==> config.mk <==
export PLATFORM = sky130hd
export DESIGN_NAME = spi_reg_bridge
export DESIGN_NICKNAME = d
export VERILOG_FILES = /design/src/rtl/spi_reg_bridge_pkg.sv /design/src/rtl/spi_reg_bridge.sv
export SDC_FILE = /design/constraint.sdc
export NUM_CORES = 1
export LEC_CHECK = 0
export CORE_ASPECT_RATIO = 1.2
export CORE_UTILIZATION = 30
export CTS_CLUSTER_SIZE = 8
export DETAILED_ROUTE_END_ITERATION = 8
export GPL_TIMING_DRIVEN = 0
export PLACE_DENSITY = 0.53
export SETUP_SLACK_MARGIN = 0.4
export SYNTH_ARGS = -nofsm -noshare
export SYNTH_HDL_FRONTEND = slang
export SYNTH_SLANG_ARGS = --single-unit
==> constraint.sdc <==
create_clock -name in_clk -period 2.05 [get_ports in_clk]
set_input_delay 0.205 -clock in_clk [delete_from_list [all_inputs] [get_ports in_clk]]
set_output_delay 0.205 -clock in_clk [all_outputs]
set_load 0.02 [all_outputs]
==> src/rtl/spi_reg_bridge_pkg.sv <==
// spi_reg_bridge_pkg: command byte layout, byte width and FSM state type for the SPI register bridge
package spi_reg_bridge_pkg;

    localparam int SPI_DATA_W   = 8;
    localparam int CMD_RW_BIT   = 7;
    localparam int CMD_ADDR_MSB = 6;

    typedef enum logic [2:0] {
        ST_IDLE,
        ST_CMD,
        ST_WR_DATA,
        ST_RD_ISSUE,
        ST_RD_CAPTURE,
        ST_RD_DATA
    } state_e;

    function automatic logic cmd_is_read(input logic [SPI_DATA_W-1:0] cmd);
        return cmd[CMD_RW_BIT];
    endfunction

endpackage

==> src/rtl/spi_reg_bridge.sv <==
// spi_reg_bridge: turns framed SPI bytes ({rw, addr} command then data/dummy bytes) into register-bank accesses
//
// Ports
//   in_clk, in_rst        clock, asynchronous active-high reset
//   in_cs_active          SPI frame active level (already synchronised)
//   in_rx_valid/_byte     one-cycle strobe with a received byte
//   o_tx_byte/_valid      read data handed back for the next MISO byte
//   o_reg_addr/_wdata     register address and write data
//   o_reg_we/_re          one-cycle write / read strobes (read data arrives one cycle after o_reg_re)
//   in_reg_rdata          register read data
//   o_err                 sticky overrun flag, cleared when the next frame starts
module spi_reg_bridge
    import spi_reg_bridge_pkg::*;
#(
    parameter int ADDR_W   = 7,
    parameter int DATA_W   = SPI_DATA_W,
    parameter bit AUTO_INC = 1'b1
) (
    input  logic              in_clk,
    input  logic              in_rst,
    input  logic              in_cs_active,
    input  logic              in_rx_valid,
    input  logic [DATA_W-1:0] in_rx_byte,
    output logic [DATA_W-1:0] o_tx_byte,
    output logic              o_tx_valid,
    output logic [ADDR_W-1:0] o_reg_addr,
    output logic [DATA_W-1:0] o_reg_wdata,
    output logic              o_reg_we,
    output logic              o_reg_re,
    input  logic [DATA_W-1:0] in_reg_rdata,
    output logic              o_err
);

    state_e              state_q;
    logic [ADDR_W-1:0]   addr_q, addr_inc_d, reg_addr_q;
    logic [DATA_W-1:0]   wdata_q, tx_byte_q;
    logic                we_q, re_q, tx_valid_q, err_q;
    // Set once CS has been seen low; keeps a frame already in progress at reset release from being decoded.
    logic                armed_q;

    assign addr_inc_d = AUTO_INC ? addr_q + ADDR_W'(1) : addr_q;

    always_ff @(posedge in_clk or posedge in_rst) begin
        if (in_rst) begin
            state_q    <= ST_IDLE;
            addr_q     <= '0;
            reg_addr_q <= '0;
            wdata_q    <= '0;
            tx_byte_q  <= '0;
            we_q       <= 1'b0;
            re_q       <= 1'b0;
            tx_valid_q <= 1'b0;
            err_q      <= 1'b0;
            armed_q    <= 1'b0;
        end else begin
            we_q    <= 1'b0;
            armed_q <= armed_q | ~in_cs_active;
            if (!in_cs_active) begin
                // Frame end wins over any coincident byte; tx_byte is left as-is.
                state_q    <= ST_IDLE;
                re_q       <= 1'b0;
                tx_valid_q <= 1'b0;
            end else begin
                unique case (state_q)
                    ST_IDLE: begin
                        if (armed_q) begin
                            state_q    <= ST_CMD;
                            err_q      <= 1'b0;
                            tx_valid_q <= 1'b0;
                        end
                    end
                    ST_CMD: begin
                        if (in_rx_valid) begin
                            addr_q  <= ADDR_W'(in_rx_byte[CMD_ADDR_MSB:0]);
                            state_q <= cmd_is_read(in_rx_byte) ? ST_RD_ISSUE : ST_WR_DATA;
                        end
                    end
                    ST_WR_DATA: begin
                        if (in_rx_valid) begin
                            we_q       <= 1'b1;
                            reg_addr_q <= addr_q;
                            wdata_q    <= in_rx_byte;
                            addr_q     <= addr_inc_d;
                        end
                    end
                    ST_RD_ISSUE: begin
                        if (in_rx_valid) err_q <= 1'b1;
                        re_q       <= 1'b1;
                        reg_addr_q <= addr_q;
                        state_q    <= ST_RD_CAPTURE;
                    end
                    ST_RD_CAPTURE: begin
                        if (in_rx_valid) err_q <= 1'b1;
                        // First cycle here is the strobe cycle; the register answers on the cycle after.
                        if (re_q) begin
                            re_q <= 1'b0;
                        end else begin
                            tx_byte_q  <= in_reg_rdata;
                            tx_valid_q <= 1'b1;
                            state_q    <= ST_RD_DATA;
                        end
                    end
                    ST_RD_DATA: begin
                        if (in_rx_valid) begin
                            tx_valid_q <= 1'b0;
                            addr_q     <= addr_inc_d;
                            state_q    <= ST_RD_ISSUE;
                        end
                    end
                    default: state_q <= ST_IDLE;
                endcase
            end
        end
    end

    assign o_tx_byte   = tx_byte_q;
    assign o_tx_valid  = tx_valid_q;
    assign o_reg_addr  = reg_addr_q;
    assign o_reg_wdata = wdata_q;
    assign o_reg_we    = we_q;
    assign o_reg_re    = re_q;
    assign o_err       = err_q;

endmodule

* Word level (Yosys, flattened, before mapping)
Cells that the tools add are included.
Storage, ports and cells: register bits 38, bits of input ports 20, output and inout port bits 27, word-level logic and storage cells 68
Operators by class: $add $sub $neg 1, equal/unequal tests 17, multiplexer cells 24, bitwise operators 3, reductions and logical operators 13
Operator list (number):
- $pmux 7 s2 | 2
- $mux 7 | 3
- $pmux 3 s6 | 1
- $mux 3 | 5
- $ne 3x3->1 const B | 4
- $reduce_and 4->1 | 3
- $mux 1 | 10
- $reduce_and 3->1 | 3
- $ne 2x2->1 const B | 4
- $add 7x1->7 const B | 1
- $eq 3x2->1 const B | 2
- $eq 3x3->1 const B | 2
- $reduce_bool 2->1 | 3
- $reduce_and 5->1 | 1
- $ne 2x1->1 const B | 2
- $ne 4x1->1 const B | 1
- $pmux 1 s2 | 2
- $reduce_or 2->1 | 2
- $eq 3x1->1 const B | 1
- $logic_not 3->1 | 1
- $ne 3x1->1 const B | 1
- $pmux 1 s3 | 1
- $not 1->1 | 2
- $or 1x1->1 | 1

* Depth between registers and ports, before layout
depth after elaboration 4, gate-level depth with buffers 5, mapped depth without buffers 5

* Worst setup path after synthesis
OpenSTA, ideal clock, no wires.
path kind register to register, from register state_q[2], to register state_q[0], setup time 0.125 ns, arrival 1.296 ns, required time 1.925 ns, setup slack 0.629 ns, stages on the path, launching flop included 5, path buffers 0, clock period less this slack 1.421 ns, cells stage by stage dfrtp_1 and2b_4 and4b_1 a21oi_1 mux2_4
On the way: cells in the longest elaborated chain, start to end 3
RTL lines:
- from (decl) | line spi_reg_bridge.sv:34 | state_e state_q;
- from (signal assigned) | line spi_reg_bridge.sv:75 | state_q <= cmd_is_read(in_rx_byte) ? ST_RD_ISSUE : ST_WR_DATA;
- $eq 3x3->1, or another cell as far along | line spi_reg_bridge.sv:64 | unique case (state_q)
- $ne 3x3->1 (no source line), or another cell as far along
- $reduce_and 5->1 (no source line) or $mux 3 (tied branches)
Parallel ways exist; a longest one is shown, timed or not. A chain may end at the register's enable or synchronous reset.

* Worst setup path in the final report
from register state_q[2], to register reg_addr_q[1], in the netlist o_reg_addr[1]
On the way: cells in the longest elaborated chain, start to end 3
RTL lines:
- $eq 3x2->1 | line spi_reg_bridge.sv:64
- $ne 2x2->1 (no source line) or $reduce_bool 2->1 (tied branches)
- $reduce_and 3->1 (no source line)
- to (signal assigned) | line spi_reg_bridge.sv:81 | reg_addr_q <= addr_q;
- to (signal assigned) | line spi_reg_bridge.sv:89 | reg_addr_q <= addr_q;
- to (decl) | line spi_reg_bridge.sv:35 | logic [ADDR_W-1:0] addr_q, addr_inc_d, reg_addr_q;
Parallel ways exist; a longest one is shown, timed or not.

==> flow_summary.ini <==
[status]
status = finished clean

[floorplan]
die_w_um = 72.4
initial_core_util_pct = 31.3
coreArea_um2 = 5710
die_h_um = 86.5
rows = 30
ios = 47
die-area_um2 = 6260

[grt]
grt_overflow = 0
grt_pass1_wl_um = 6610
grt_start_max_net_pins = 39
grt_pass1_vias = 1306
grt_usage_pct = 14.2
antenna_found_initial = 0

[cells_and_area]
fill_cells = 551
insertedDiodeCount = 0
nets = 224
stdcell_count = 284
layout_commonest_cell = clkdlybuf4s50_1
syn_to_final_growth_pct = 36.7
drive_above_1_share_pct = 22.1
final_cell_mix = clkdlybuf4s50_1, dfrtp_1, mux2_2, nand2_1, a21oi_1

[pwr]
pwr-share-seq_pct = 41.3
p_int_uw = 1960
clockPowerShare_pct = 17.6
peakVddDrop_mv = 0.445
p_comb_share_pct = 41.1
powerDensity_nw_per_um2 = 1220
leakage_uw = 0.00109
switching_share_pct = 34.5
netSwitchingPower_uw = 1030

[sta]
setup-violations-final = 0
tightest_slew_ns = 0.803
relSlewSlack_pct = 46.4
clock.fmax_ghz = 0.646
fin_worst_skew_ns = 0.00772
finalSetupTns_ns = 0
hold_viol_final = 0
rsz0062_at_grt = false
holdWs_ns = 0.321
fin_crit_sh_pct = 75.5
slew_viol_final = 0
finalCriticalPeriod_ns = 1.55

[synthesis]
ys_seq_elements = 38
synth_area_um2 = 1780
synth_area_per_cell_um2 = 11.8
yosysWarningCount = 0
synth-edff-count = 0
post_synth_num_cell_types = 37
synthFlopType = dfrtp_1
synth_nets = 172
ys_seq_area_share_pct = 53.3
synthCells = 151
synth-async-reset-ratio_pct = 100

[placement]
hpwl_um = 2790
port_buffers = 45
gp_congestion = 0.812
dp.cells = 276

[cts]
cts_tree = built
clk_latency_ns = 0.29
cts_buffers = 5
cts.sinks = 38
post-cts-setup-buffers = 0
cts-root-buf = clkbuf_8
htreeDepth = 2
cts.clk_slew.worst_paths_ns = 0.08
clk_path_buf_depth = 2
cts_hold_buf = 0

[worst_hold_path]
min_path_cells = 3
worstHoldPathType = input port to flop
whs_endpoint = o_err
min_from = in_rx_valid

[detailed_routing]
drtPass1Iterations = 4
drtAntennaViolNets = 0
wirelength_um = 3950
drt_iter0_drc = 52
via_per_inst = 4.64
post_drt_wl_per_cell_um = 13.9
drc = 0
via_count = 1319

[setup_path]
crit_slowest_cell = dfrtp_2
crit_path_start = state_q[2]
critical_path_class = flop to flop
path_buf_inv = 1
rrSetupSlack_ns = 0.50
slowest_delay_ns = 0.48
reg2reg_depth = 4
path_max_fanout = 8
r2r-end = o_reg_addr[1]
arrival_ns = 1.72
cp-end-kind = flop
cp_top_family = flip-flops
path_cells = nor2b_1 > o211a_1 > buf_2 > mux2_2
r2r_start = state_q[2]
worstSetupStartpointType = flop
cp.required_ns = 2.22

[flow_run]
cap_violations = 0
## final cells by class
type	instances	area [um2]	area share [%]
clock inverter	1	5.00	0.205
buffer	7	40.0	1.64
tap	80	100	4.10
timing repair buffer	45	450	18.5
multi-input combinational	99	777	31.9
clock buffer	7	86.3	3.54
inverter	7	26.3	1.08
sequential	38	953	39.1
## per-stage QoR
| step | util (%) | worst slack, ns | area [um2] | total power, uW |
|---|---|---|---|---|
| 3_3_place_gp | 40.9 | 0.159 | 2330 | 2440 |
| 3_5_place_dp | 40.9 | 0.158 | 2330 | 2480 |
| 5_1_grt | 42.7 | 0.418 | 2440 | 3190 |
| 2_1_floorplan | - | 0.629 | 1780 | 1890 |
| 4_1_cts | 42.7 | 0.469 | 2430 | 3030 |
| 6_report | 42.7 | 0.502 | 2440 | 2990 |
## power groups by stage
| stage | combinational (uW) | sequential (uW) | clock (uW) |
|---|---|---|---|
| floorplan | 430 | 1460 | 0 |
| detailed placement | 1230 | 1250 | 0 |
| CTS | 1240 | 1230 | 558 |
| finish | 1230 | 1230 | 525 |
| global placement | 1220 | 1230 | 0 |
| global route | 1320 | 1280 | 598 |
## logic make-up (layout without fill, tap and decap cells)
| family | Yosys count | in the layout | synth area share (%) |
|---|---|---|---|
| DFF | 38 | 38 | 53.3 |
| AOI/OAI and AO/OA | 29 | 29 | 11.0 |
| adders and majority gates | 1 | 1 | 0.701 |
| buffers and inverters | 14 | 67 | 3.65 |
| muxes | 29 | 29 | 18.2 |
| and+or+nand+nor | 40 | 40 | 13.2 |
## how the worst max path moves through the flow
stage                                to  cells after the start  slack [ns]
after floorplan              state_q[0]                      4        0.63
after global placement    o_reg_addr[0]                      2        0.16
after detailed placement      addr_q[0]                      5        0.16
after CTS                     addr_q[0]                      4        0.47
after global routing          addr_q[2]                      5        0.42
final                     o_reg_addr[1]                      4        0.50
## Yosys cell counts (4+ instances only)
| cell | number | area share, % |
|---|---|---|
| buf_2 | 4 | 1.1 |
| dfrtp_1 | 38 | 53 |
| inv_1 | 7 | 1.5 |
| mux2_2 | 23 | 15 |
| mux2i_1 | 5 | 2.8 |
| nand3_1 | 5 | 1.4 |
| o21ai_0 | 6 | 1.7 |
| a21oi_1 | 8 | 2.2 |
| nand2_1 | 10 | 2.1 |
| nor2_1 | 7 | 1.5 |
| nor2b_1 | 4 | 1.4 |
## timing repair
action	4_1_cts	5_1_grt
pin swaps	0	1
resized for setup	1	4
endpoints found under the setup margin	6	12
## sequential cells by signal (all words and copies together), names as in the netlist
signal       cells
armed_q          1
o_reg_we         1
o_reg_addr       7
o_tx_byte        8
addr_q           7
state_q          3
o_tx_valid       1
o_reg_wdata      8
o_reg_re         1
o_err            1
## layer usage
layer / global-route usage (%) / vias up / share of wire [%] / wire length (um)
li1: - / 634 / - / -
met1: 18.4 / 646 / 45 / 1780
met2: 21.6 / 33 / 48 / 1900
met3: 3.14 / 6 / 4.1 / 161
met4: 8.56 / 0 / 2.7 / 106
met5: 0 / - / 0 / 0
## worst register-to-register path, cell delays in order, from the launching register on
cell	delay, ns
dfrtp_2	0.48
nor2b_1	0.23
o211a_1	0.18
buf_2	0.18
mux2_2	0.36
(Power assumes the default switching activity.)
